[src/rtl/bank_rr_arbiter_if.sv]
// -----------------------------------------------------------------------------
// bank_rr_arbiter_if
//
// Bundles the signals between the per-PE request FIFOs, one bank arbiter and
// the memory bank command port.
//
// Signals:
//   req        FIFO -> arb   per-PE "head entry targets this bank" bit
//   req_data   FIFO -> arb   head entries, PE i at [i*FIFO_WIDTH +: FIFO_WIDTH]
//   bank_ready bank -> arb   bank accepts the registered command this cycle
//   gnt        arb -> FIFO   one-hot or zero pop strobe (nxt_gnt)
//   bank_vld   arb -> bank   registered command valid
//   bank_data  arb -> bank   registered payload of the granted entry
//   bank_src   arb -> bank   registered index of the granted PE
//   rr_ptr     arb -> debug  current highest-priority PE index
//   id_err     arb -> debug  sticky: a granted entry carried a foreign bank id
//
// Modports: slave = arbiter side, master = FIFO/bank/testbench side.
// -----------------------------------------------------------------------------
interface bank_rr_arbiter_if #(
    parameter int PEA_NUM    = 16,
    parameter int FIFO_WIDTH = 36,
    parameter int SRC_W      = 4
);
    logic [PEA_NUM-1:0]            req;
    logic [PEA_NUM*FIFO_WIDTH-1:0] req_data;
    logic                          bank_ready;
    logic [PEA_NUM-1:0]            gnt;
    logic                          bank_vld;
    logic [FIFO_WIDTH-5:0]         bank_data;
    logic [SRC_W-1:0]              bank_src;
    logic [SRC_W-1:0]              rr_ptr;
    logic                          id_err;

    modport slave (
        input  req, req_data, bank_ready,
        output gnt, bank_vld, bank_data, bank_src, rr_ptr, id_err
    );

    modport master (
        output req, req_data, bank_ready,
        input  gnt, bank_vld, bank_data, bank_src, rr_ptr, id_err
    );
endinterface

[src/rtl/bank_rr_arbiter.sv]
// -----------------------------------------------------------------------------
// bank_rr_arbiter
//
// Round-robin arbiter for one memory bank. Picks one requesting PE FIFO per
// cycle starting from rr_ptr, pops it through gnt (combinational) and
// registers the winning payload onto a valid/ready bank command port.
//
// Ports:
//   clk        system clock, rising edge
//   rst        asynchronous reset, active-high
//   bus        bank_rr_arbiter_if.slave (req/req_data/bank_ready in,
//              gnt/bank_vld/bank_data/bank_src/rr_ptr/id_err out)
//   grant_cnt  (BANK_ARB_STAT_EN only) saturating count of grant edges
//   stall_cnt  (BANK_ARB_STAT_EN only) saturating count of stalled edges
//
// Optional feature macro: BANK_ARB_STAT_EN adds the two statistics counters.
// -----------------------------------------------------------------------------
module bank_rr_arbiter #(
    parameter int PEA_NUM    = 16,
    parameter int FIFO_WIDTH = 36,
    parameter int SRC_W      = 4,
    parameter int BANK_ID    = 0
) (
    input  logic                   clk,
    input  logic                   rst,
`ifdef BANK_ARB_STAT_EN
    output logic [15:0]            grant_cnt,
    output logic [15:0]            stall_cnt,
`endif
    bank_rr_arbiter_if.slave       bus
);

    logic                  bank_vld_q, bank_vld_d;
    logic [FIFO_WIDTH-5:0] bank_data_q, bank_data_d;
    logic [SRC_W-1:0]      bank_src_q, bank_src_d;
    logic [SRC_W-1:0]      rr_ptr_q, rr_ptr_d;
    logic                  id_err_q, id_err_d;

    logic                  can_grant;
    logic                  winner_found;
    logic [SRC_W-1:0]      winner_idx;
    logic                  grant_fire;
    logic [FIFO_WIDTH-1:0] win_entry;
    logic [PEA_NUM-1:0]    gnt_vec;
    int                    scan_idx;

    // Output register is empty or being drained this cycle.
    assign can_grant = !bank_vld_q || bus.bank_ready;

    // Scan from rr_ptr upward with wrap; the first set request wins. The
    // explicit wrap keeps this correct for non-power-of-two PEA_NUM.
    always_comb begin
        winner_found = 1'b0;
        winner_idx   = '0;
        scan_idx     = 0;
        for (int k = 0; k < PEA_NUM; k++) begin
            scan_idx = int'(rr_ptr_q) + k;
            if (scan_idx >= PEA_NUM) begin
                scan_idx = scan_idx - PEA_NUM;
            end
            if (!winner_found && bus.req[scan_idx]) begin
                winner_found = 1'b1;
                winner_idx   = SRC_W'(scan_idx);
            end
        end
    end

    // gnt is held low during reset so no FIFO pops an entry that the
    // cleared output register would then lose.
    assign grant_fire = can_grant && winner_found && !rst;
    assign win_entry  = bus.req_data[int'(winner_idx)*FIFO_WIDTH +: FIFO_WIDTH];

    always_comb begin
        gnt_vec = '0;
        if (grant_fire) begin
            gnt_vec[winner_idx] = 1'b1;
        end
    end

    always_comb begin
        bank_vld_d  = bank_vld_q;
        bank_data_d = bank_data_q;
        bank_src_d  = bank_src_q;
        rr_ptr_d    = rr_ptr_q;
        id_err_d    = id_err_q;
        if (grant_fire) begin
            bank_vld_d  = 1'b1;
            bank_data_d = win_entry[FIFO_WIDTH-5:0];
            bank_src_d  = winner_idx;
            rr_ptr_d    = (winner_idx == SRC_W'(PEA_NUM-1)) ? '0 : winner_idx + 1'b1;
            if (win_entry[FIFO_WIDTH-1 -: 4] != 4'(BANK_ID)) begin
                id_err_d = 1'b1;
            end
        end else if (bus.bank_ready) begin
            bank_vld_d = 1'b0;
        end
    end

    always_ff @(posedge clk or posedge rst) begin
        if (rst) begin
            bank_vld_q  <= 1'b0;
            bank_data_q <= '0;
            bank_src_q  <= '0;
            rr_ptr_q    <= '0;
            id_err_q    <= 1'b0;
        end else begin
            bank_vld_q  <= bank_vld_d;
            bank_data_q <= bank_data_d;
            bank_src_q  <= bank_src_d;
            rr_ptr_q    <= rr_ptr_d;
            id_err_q    <= id_err_d;
        end
    end

    assign bus.gnt       = gnt_vec;
    assign bus.bank_vld  = bank_vld_q;
    assign bus.bank_data = bank_data_q;
    assign bus.bank_src  = bank_src_q;
    assign bus.rr_ptr    = rr_ptr_q;
    assign bus.id_err    = id_err_q;

`ifdef BANK_ARB_STAT_EN
    logic [15:0] grant_cnt_q, grant_cnt_d;
    logic [15:0] stall_cnt_q, stall_cnt_d;

    always_comb begin
        grant_cnt_d = grant_cnt_q;
        stall_cnt_d = stall_cnt_q;
        if (grant_fire && grant_cnt_q != 16'hFFFF) begin
            grant_cnt_d = grant_cnt_q + 16'd1;
        end
        if (bank_vld_q && !bus.bank_ready && stall_cnt_q != 16'hFFFF) begin
            stall_cnt_d = stall_cnt_q + 16'd1;
        end
    end

    always_ff @(posedge clk or posedge rst) begin
        if (rst) begin
            grant_cnt_q <= '0;
            stall_cnt_q <= '0;
        end else begin
            grant_cnt_q <= grant_cnt_d;
            stall_cnt_q <= stall_cnt_d;
        end
    end

    assign grant_cnt = grant_cnt_q;
    assign stall_cnt = stall_cnt_q;
`endif

endmodule
[src/flat_wrapper.sv]
// flat-port wrapper written by rule: the top's interface ports become plain ports
module bank_rr_arbiter_flat 
#(
    parameter int PEA_NUM    = 16,
    parameter int FIFO_WIDTH = 36,
    parameter int SRC_W      = 4,
    parameter int BANK_ID    = 0
)
  (clk, rst, bus_req, bus_req_data, bus_bank_ready, bus_gnt, bus_bank_vld, bus_bank_data, bus_bank_src, bus_rr_ptr, bus_id_err);
  bank_rr_arbiter_if #(.PEA_NUM(PEA_NUM), .FIFO_WIDTH(FIFO_WIDTH), .SRC_W(SRC_W)) bus_i ();
  input  logic clk;
  input  logic rst;
  input wire logic [$bits(bus_i.req)-1:0] bus_req;
  input wire logic [$bits(bus_i.req_data)-1:0] bus_req_data;
  input wire logic [$bits(bus_i.bank_ready)-1:0] bus_bank_ready;
  output wire logic [$bits(bus_i.gnt)-1:0] bus_gnt;
  output wire logic [$bits(bus_i.bank_vld)-1:0] bus_bank_vld;
  output wire logic [$bits(bus_i.bank_data)-1:0] bus_bank_data;
  output wire logic [$bits(bus_i.bank_src)-1:0] bus_bank_src;
  output wire logic [$bits(bus_i.rr_ptr)-1:0] bus_rr_ptr;
  output wire logic [$bits(bus_i.id_err)-1:0] bus_id_err;
  assign bus_i.req = bus_req;
  assign bus_i.req_data = bus_req_data;
  assign bus_i.bank_ready = bus_bank_ready;
  assign bus_gnt = bus_i.gnt;
  assign bus_bank_vld = bus_i.bank_vld;
  assign bus_bank_data = bus_i.bank_data;
  assign bus_bank_src = bus_i.bank_src;
  assign bus_rr_ptr = bus_i.rr_ptr;
  assign bus_id_err = bus_i.id_err;
  bank_rr_arbiter #(.PEA_NUM(PEA_NUM), .FIFO_WIDTH(FIFO_WIDTH), .SRC_W(SRC_W), .BANK_ID(BANK_ID)) u_core (.clk(clk), .rst(rst), .bus(bus_i));
endmodule
[config.mk]
export PLATFORM = sky130hd
export DESIGN_NAME = bank_rr_arbiter_flat
export DESIGN_NICKNAME = d
export VERILOG_FILES = /design/src/rtl/bank_rr_arbiter_if.sv /design/src/rtl/bank_rr_arbiter.sv /design/src/flat_wrapper.sv
export SDC_FILE = /design/constraint.sdc
export NUM_CORES = 1
export LEC_CHECK = 0
export CAP_MARGIN = 20
export CORE_AREA = 3 3 250 252
export CTS_CLUSTER_DIAMETER = 100
export CTS_CLUSTER_SIZE = 24
export DETAILED_ROUTE_END_ITERATION = 16
export DIE_AREA = 0 0 253 255
export PLACE_DENSITY = 0.5
export SYNTH_ARGS = -nofsm -noshare
export SYNTH_HDL_FRONTEND = slang
export SYNTH_SLANG_ARGS = --single-unit
[constraint.sdc]
create_clock -name clk -period 12.1 [get_ports clk]
set_input_delay 1.21 -clock clk [delete_from_list [all_inputs] [get_ports clk]]
set_output_delay 1.21 -clock clk [all_outputs]
set_load 0.1 [all_outputs]
# After elaboration in Yosys (flattened, before gate mapping)
# Index checks and enable logic that the tools add are counted.
[word_totals]
out_inout_bits = 58
regBits = 42
input_bits = 595
[classes]
n_mul = 1
n_addsub = 32
shifts = 1
order_cmp = 34
n_reduce_logical = 39
muxes = 102
n_eq_ne = 1
[ops]
columns = ["cell", "count"]
rows = [
  ["variable part select 576 x 32 -> 36 bit", 1],
  ["< comparator 32 x 6 -> 1 bit (second input constant)", 16],
  ["2-to-1 mux 32 bit", 16],
  ["greater-or-equal comparator 32 x 6 -> 1 bit (second input constant)", 15],
  ["subtractor 32 x 6 -> 32 bit (second input constant)", 15],
  ["2-to-1 mux 4 bit", 17],
  ["binary-select mux 1 bit (select 4 bit)", 16],
  ["2-to-1 mux 1 bit", 51],
  ["adder 4 x 4 -> 5 bit (second input constant)", 8],
  ["adder 4 x 3 -> 5 bit (second input constant)", 4],
  ["logical AND 1 bit", 18],
  ["logical NOT 1 bit", 17],
  ["2-to-1 mux 16 bit", 1],
  ["adder 4 x 2 -> 5 bit (second input constant)", 2],
  ["multiplier 4 x 4 -> 8 bit (second input constant)", 1],
  ["subtractor 4 x 5 -> 6 bit (second input constant)", 1],
  ["adder 4 x 1 -> 5 bit (second input constant)", 1],
  ["greater-or-equal comparator 4 x 5 -> 1 bit (second input constant)", 1],
  ["< comparator 4 x 5 -> 1 bit (second input constant)", 1],
  ["adder 4 x 1 -> 4 bit (second input constant)", 1],
  ["demux 1 bit (select 4 bit)", 1],
  ["== test 4 bit (second input constant)", 1],
  ["greater-or-equal comparator 4 x 1 -> 1 bit (second input constant)", 1],
  ["nonzero test 4 bit", 1],
  ["3 further kinds", 3],
]

# Logic depth before layout (Yosys ltp)
[logic_depth]
word_depth = 56
mapped_depth = 23
depth_no_buf = 15

# Least setup slack after synthesis
# OpenSTA, ideal clock, no wires.
[synth_timing]
path_kind = "register to output"
startpoint = "register u_core.rr_ptr_q[0], in the netlist u_core.bus.rr_ptr[0]"
endpoint = "output bus_gnt[15]"
t_required_ns = 10.890
arrival_time_ns = 6.487
slack_ns = 4.403
stages_incl_launch_ff = 22
n_path_buf = 9
cell_sequence = "dfrtp_1 buf_6 buf_6 clkbuf_1 inv_1 ha_1 buf_2 buf_2 mux4_2 a32o_1 o211a_1 o221a_2 a32o_1 a21oi_1 nand2b_1 buf_4 buf_4 buf_4 buf_2 ha_1 nand2_1 nor2_1"
[synth_between]
elab_chain_len = 56
word_cells_on_any_way = 181
classes_between = "add/sub (31); order compare (18); mux (99); reduce/logical (33)"
[synth_lines]
columns = ["item", "line_no", "source"]
rows = [
  ["from (decl)", "bank_rr_arbiter.sv:36", "logic [SRC_W-1:0] rr_ptr_q, rr_ptr_d;"],
  ["from (signal assigned)", "bank_rr_arbiter.sv:110", "rr_ptr_q <= rr_ptr_d;"],
  ["parallel branches: the longest is 50 deep, another holds subtractor 32 x 6 -> 32 bit", "--", ""],
  ["2-to-1 mux 4 bit (*)", "bank_rr_arbiter.sv:61", "if (!winner_found && bus.req[scan_idx]) begin"],
  ["net u_core.winner_idx[1]", "bank_rr_arbiter.sv:41", "logic [SRC_W-1:0] winner_idx;"],
  ["< comparator 4 x 5 -> 1 bit (implied by the code) / greater-or-equal comparator 4 x 1 -> 1 bit (equally long branches)", "bank_rr_arbiter.sv:76", "gnt_vec[winner_idx] = 1'b1;"],
  ["logical AND 1 bit (implied by the code)", "bank_rr_arbiter.sv:76", ""],
  ["2-to-1 mux 1 bit (implied by the code)", "bank_rr_arbiter.sv:76", ""],
  ["demux 1 bit (select 4 bit) (*)", "--", ""],
  ["2-to-1 mux 16 bit (*)", "bank_rr_arbiter.sv:75", "if (grant_fire) begin"],
  ["to (decl)", "flat_wrapper.sv:16", "output wire logic [$bits(bus_i.gnt)-1:0] bus_gnt;"],
]
# Mark *: on every way through the listed nets, which the timed path passes. The select of a mux whose other input is x is not followed.

# Final worst setup path
[layout_timing]
startpoint = "register u_core.rr_ptr_q[1], in the netlist u_core.bus.rr_ptr[1]"
endpoint = "output bus_gnt[15]"
[layout_between]
elab_chain_len = 56
word_cells_on_any_way = 181
classes_between = "add/sub (31); order compare (18); mux (99); reduce/logical (33)"
[layout_lines]
columns = ["item", "line_no"]
rows = [
  ["parallel branches: the longest is 55 deep, another holds subtractor 32 x 6 -> 32 bit", "--"],
  ["2-to-1 mux 16 bit (*)", "bank_rr_arbiter.sv:75"],
]
# Mark *: on every way between the ends. The select of a mux whose other input is x is not followed.

==> impl_metrics.json <==
{
  "reg2reg_from": "u_core.bus.rr_ptr[1]$_DFFE_PP0P_",
  "grt_max_degree": 89,
  "coreArea_um2": 60360,
  "route.detailed.drc": 0,
  "cts_resized": 0,
  "fin_skew_ns": 0.006694,
  "r2r_slack_ns": 4.35,
  "cp_max_fo": 44,
  "path_buf_inv": 3,
  "cp-end-kind": "output pin",
  "worst_hold_path.endpoint": "u_core.bus.bank_src[0]$_DFFE_PP0P_",
  "fp.dieH_um": 255,
  "use_met3": 0.04674,
  "drtIter0Drc": 1015,
  "nets": 2366,
  "crit_family": "buffers and inverters",
  "tightest_slew_ns": 1.083,
  "place_area_um2": 15840,
  "cp-start-kind": "flop",
  "ys_ff_latch": 42,
  "dp_hpwl_mm": 50.38,
  "cts.clk_slew.worst_paths_ns": 0.08,
  "seq_area_frac_synth": 0.1205,
  "cpMaxStageDelayCell": "clkdlybuf4s50_1",
  "synth_cell_types": 80,
  "fin_area_um2": 16010,
  "hold_path.startpoint": "u_core.bus.bank_src[0]$_DFFE_PP0P_",
  "drv_slew": 0,
  "setup_tns_ns": 0,
  "synth_cells": 1184,
  "die_w_um": 253,
  "drt_pass1_iterations": 5,
  "synth_edf_count": 0,
  "start_util": 0.1445,
  "cts-buffers-inserted": 5,
  "die_area_um2": 64520,
  "reg2regPathDepth": 15,
  "via_count": 12040,
  "portBuffers": 652,
  "min_path_type": "flop to flop",
  "crit_type": "flop to output pin",
  "grt_util_all_layers": 0.1748,
  "antenna_found_initial": 13,
  "grt_pass1_vias": 12040,
  "critPathArrivalTime_ns": 8.02,
  "cts-root-buf": "clkbuf_16",
  "grtUsageMet2": 0.2938,
  "avgViaCountPerCell": 4.722,
  "post_cts_buffers": 0,
  "areaGrowthSynthToFinish_pct": 83.53,
  "r2r_end": "u_core.bus.id_err$_DFFE_PP0P_",
  "grt_pass1_wl_mm": 82.59,
  "placementRows": 90,
  "worst_path_most_repeated_cell": "ha_1",
  "cp_cell_sequence": "inv_2, ha_1, mux4_2, mux2i_1, mux2i_2, a2111oi_2, and4_1, and2_1, a32oi_1, nand2b_4, buf_4, ha_1, nand2_1, nor2_1, clkdlybuf4s50_1",
  "io-pin-count": 653,
  "netlist_area_um2": 8722,
  "drv_cap": 0,
  "finalHoldViolCount": 0,
  "holdPathStages": 1,
  "required_ns": 10.89,
  "overflow": 0,
  "tritoncts": "built",
  "hold_buffers": 0,
  "status": "finished clean",
  "htree_levels": 2,
  "final_layout_size_suffix_gt1_frac": 0.06307,
  "synthFlopType": "dfrtp_1",
  "setup_viol": 0,
  "clock_sinks": 42,
  "max_freq_mhz": 108.3,
  "grt_use_met1": 0.2208,
  "postRouteAntennaNets": 0,
  "routedWlPerCell_um": 23.87,
  "rsz0062_at_grt": "false",
  "gp_congestion": 0.8571,
  "wl_mm": 60.88,
  "cts_max_path_buffers": 2,
  "clock_latency_ns": 0.32,
  "syn_nets": 1790,
  "max_slew_margin": 0.2755,
  "timing.final.crit_share": 0.7632,
  "slowest_delay_ns": 1.21,
  "top_usage_layer": "met2",
  "avgSynthCellArea_um2": 7.367,
  "hold_slack_ns": 0.4897,
  "period_minus_slack_ns": 9.235,
  "yosys_warnings": 0,
  "synthArstFlopShare": 1.000
}
-- sequential cells by signal, indices dropped and copies added (netlist names) --
register,cells
u_core.bus.rr_ptr,4
u_core.bus.id_err,1
u_core.bus.bank_src,4
u_core.bus.bank_vld,1
u_core.bus.bank_data,32
-- per-stage QoR --
| stage | setup WS [ns] | util | instances |
|---|---|---|---|
| floorplan | 4.403 | - | 1184 |
| global placement | 3.218 | 0.2624 | 2533 |
| detailed placement | 3.144 | 0.2625 | 2534 |
| CTS | 2.710 | 0.2647 | 2541 |
| global route | 2.323 | 0.2651 | 2547 |
| finish | 2.865 | 0.2652 | 2550 |
-- worst max-delay path by stage --
stage	startpoint	endpoint	slack [ns]	cells after the start
after floorplan	u_core.bus.rr_ptr[0]$_DFFE_PP0P_	bus_gnt[15]	4.40	21
after global placement	u_core.bus.rr_ptr[1]$_DFFE_PP0P_	bus_gnt[15]	3.22	15
after detailed placement	u_core.bus.rr_ptr[1]$_DFFE_PP0P_	bus_gnt[15]	3.14	15
after CTS	u_core.bus.rr_ptr[1]$_DFFE_PP0P_	bus_gnt[15]	2.71	15
after global routing	u_core.bus.rr_ptr[1]$_DFFE_PP0P_	bus_gnt[15]	2.32	15
final	u_core.bus.rr_ptr[1]$_DFFE_PP0P_	bus_gnt[15]	2.87	15
-- layout by cell type, fill, tap and decap left out, types with 20 or more instances in the layout --
master / n
mux4_2: 34
nor3_1: 24
o22ai_1: 23
nand2_1: 256
a32oi_1: 22
buf_4: 22
and2_0: 20
mux2i_1: 119
nand3_1: 79
a31oi_1: 37
dfrtp_1: 42
a211oi_1: 34
nor2_1: 61
a21oi_1: 43
clkdlybuf4s50_1: 652
-- Yosys cell counts (3+ instances only) --
cell | n | area share
buf_6 | 10 | 0.013
a2111oi_0 | 9 | 0.0090
o21ai_1 | 15 | 0.0086
dfrtp_1 | 42 | 0.12
buf_2 | 48 | 0.028
o22ai_1 | 23 | 0.016
a211oi_1 | 34 | 0.029
buf_1 | 10 | 0.0043
a222oi_1 | 14 | 0.016
buf_4 | 14 | 0.012
nand4_1 | 3 | 0.0022
o221ai_1 | 10 | 0.010
nand3_1 | 79 | 0.045
xnor2_1 | 4 | 0.0040
mux2_2 | 17 | 0.022
nor3_1 | 24 | 0.014
o211ai_1 | 10 | 0.0086
inv_1 | 7 | 0.0030
a21o_1 | 6 | 0.0052
a22oi_1 | 6 | 0.0052
nor2_2 | 3 | 0.0022
a21oi_1 | 43 | 0.025
o21ai_0 | 18 | 0.010
inv_2 | 4 | 0.0017
ha_1 | 11 | 0.016
mux4_2 | 34 | 0.088
nor4_1 | 8 | 0.0057
nor2_1 | 61 | 0.026
or4_1 | 7 | 0.0060
clkbuf_1 | 25 | 0.011
a311oi_1 | 3 | 0.0030
a31oi_1 | 37 | 0.027
a211o_1 | 17 | 0.017
mux2i_1 | 119 | 0.14
and2_1 | 18 | 0.013
and4_1 | 3 | 0.0030
o31ai_1 | 3 | 0.0026
a32oi_1 | 22 | 0.022
and3_1 | 17 | 0.012
nand2b_1 | 15 | 0.011
a22o_1 | 4 | 0.0040
nand2_1 | 256 | 0.11
and2_0 | 20 | 0.014
nor2b_1 | 5 | 0.0036
-- cell families (layout without fill, tap and decap cells) --
family                     Yosys count  count (layout)  share of synthesized area
AOI/OAI and AO/OA                  301             301                     0.2496
xor gates and xnor gates             9               9                    0.01162
adders and majority gates           11              11                    0.01578
buffers and inverters              118             694                    0.07230
DFF                                 42              42                     0.1205
muxes                              172             172                     0.2495
other                                0               8                          0
and+or+nand+nor                    531             531                     0.2807
-- per-layer routing --
layer,part of all wire,up-vias
met2,0.48,620
met1,0.41,5720
met3,0.081,61
met5,0.00079,-
li1,-,5632
met4,0.023,8
-- area by class of cell --
type                    count  area (µm²)
repair buffers            676        6708
fillers                  6670       44350
flip-flops and latches     42        1051
well taps                 782       978.4
diodes                      8       20.02
inverters                  11       47.55
multi-input cells        1024        7071
clock buffers               7       132.6
Power is not shown: default switching activity piles up to over one toggle a cycle in this logic, so the estimate is an artifact.
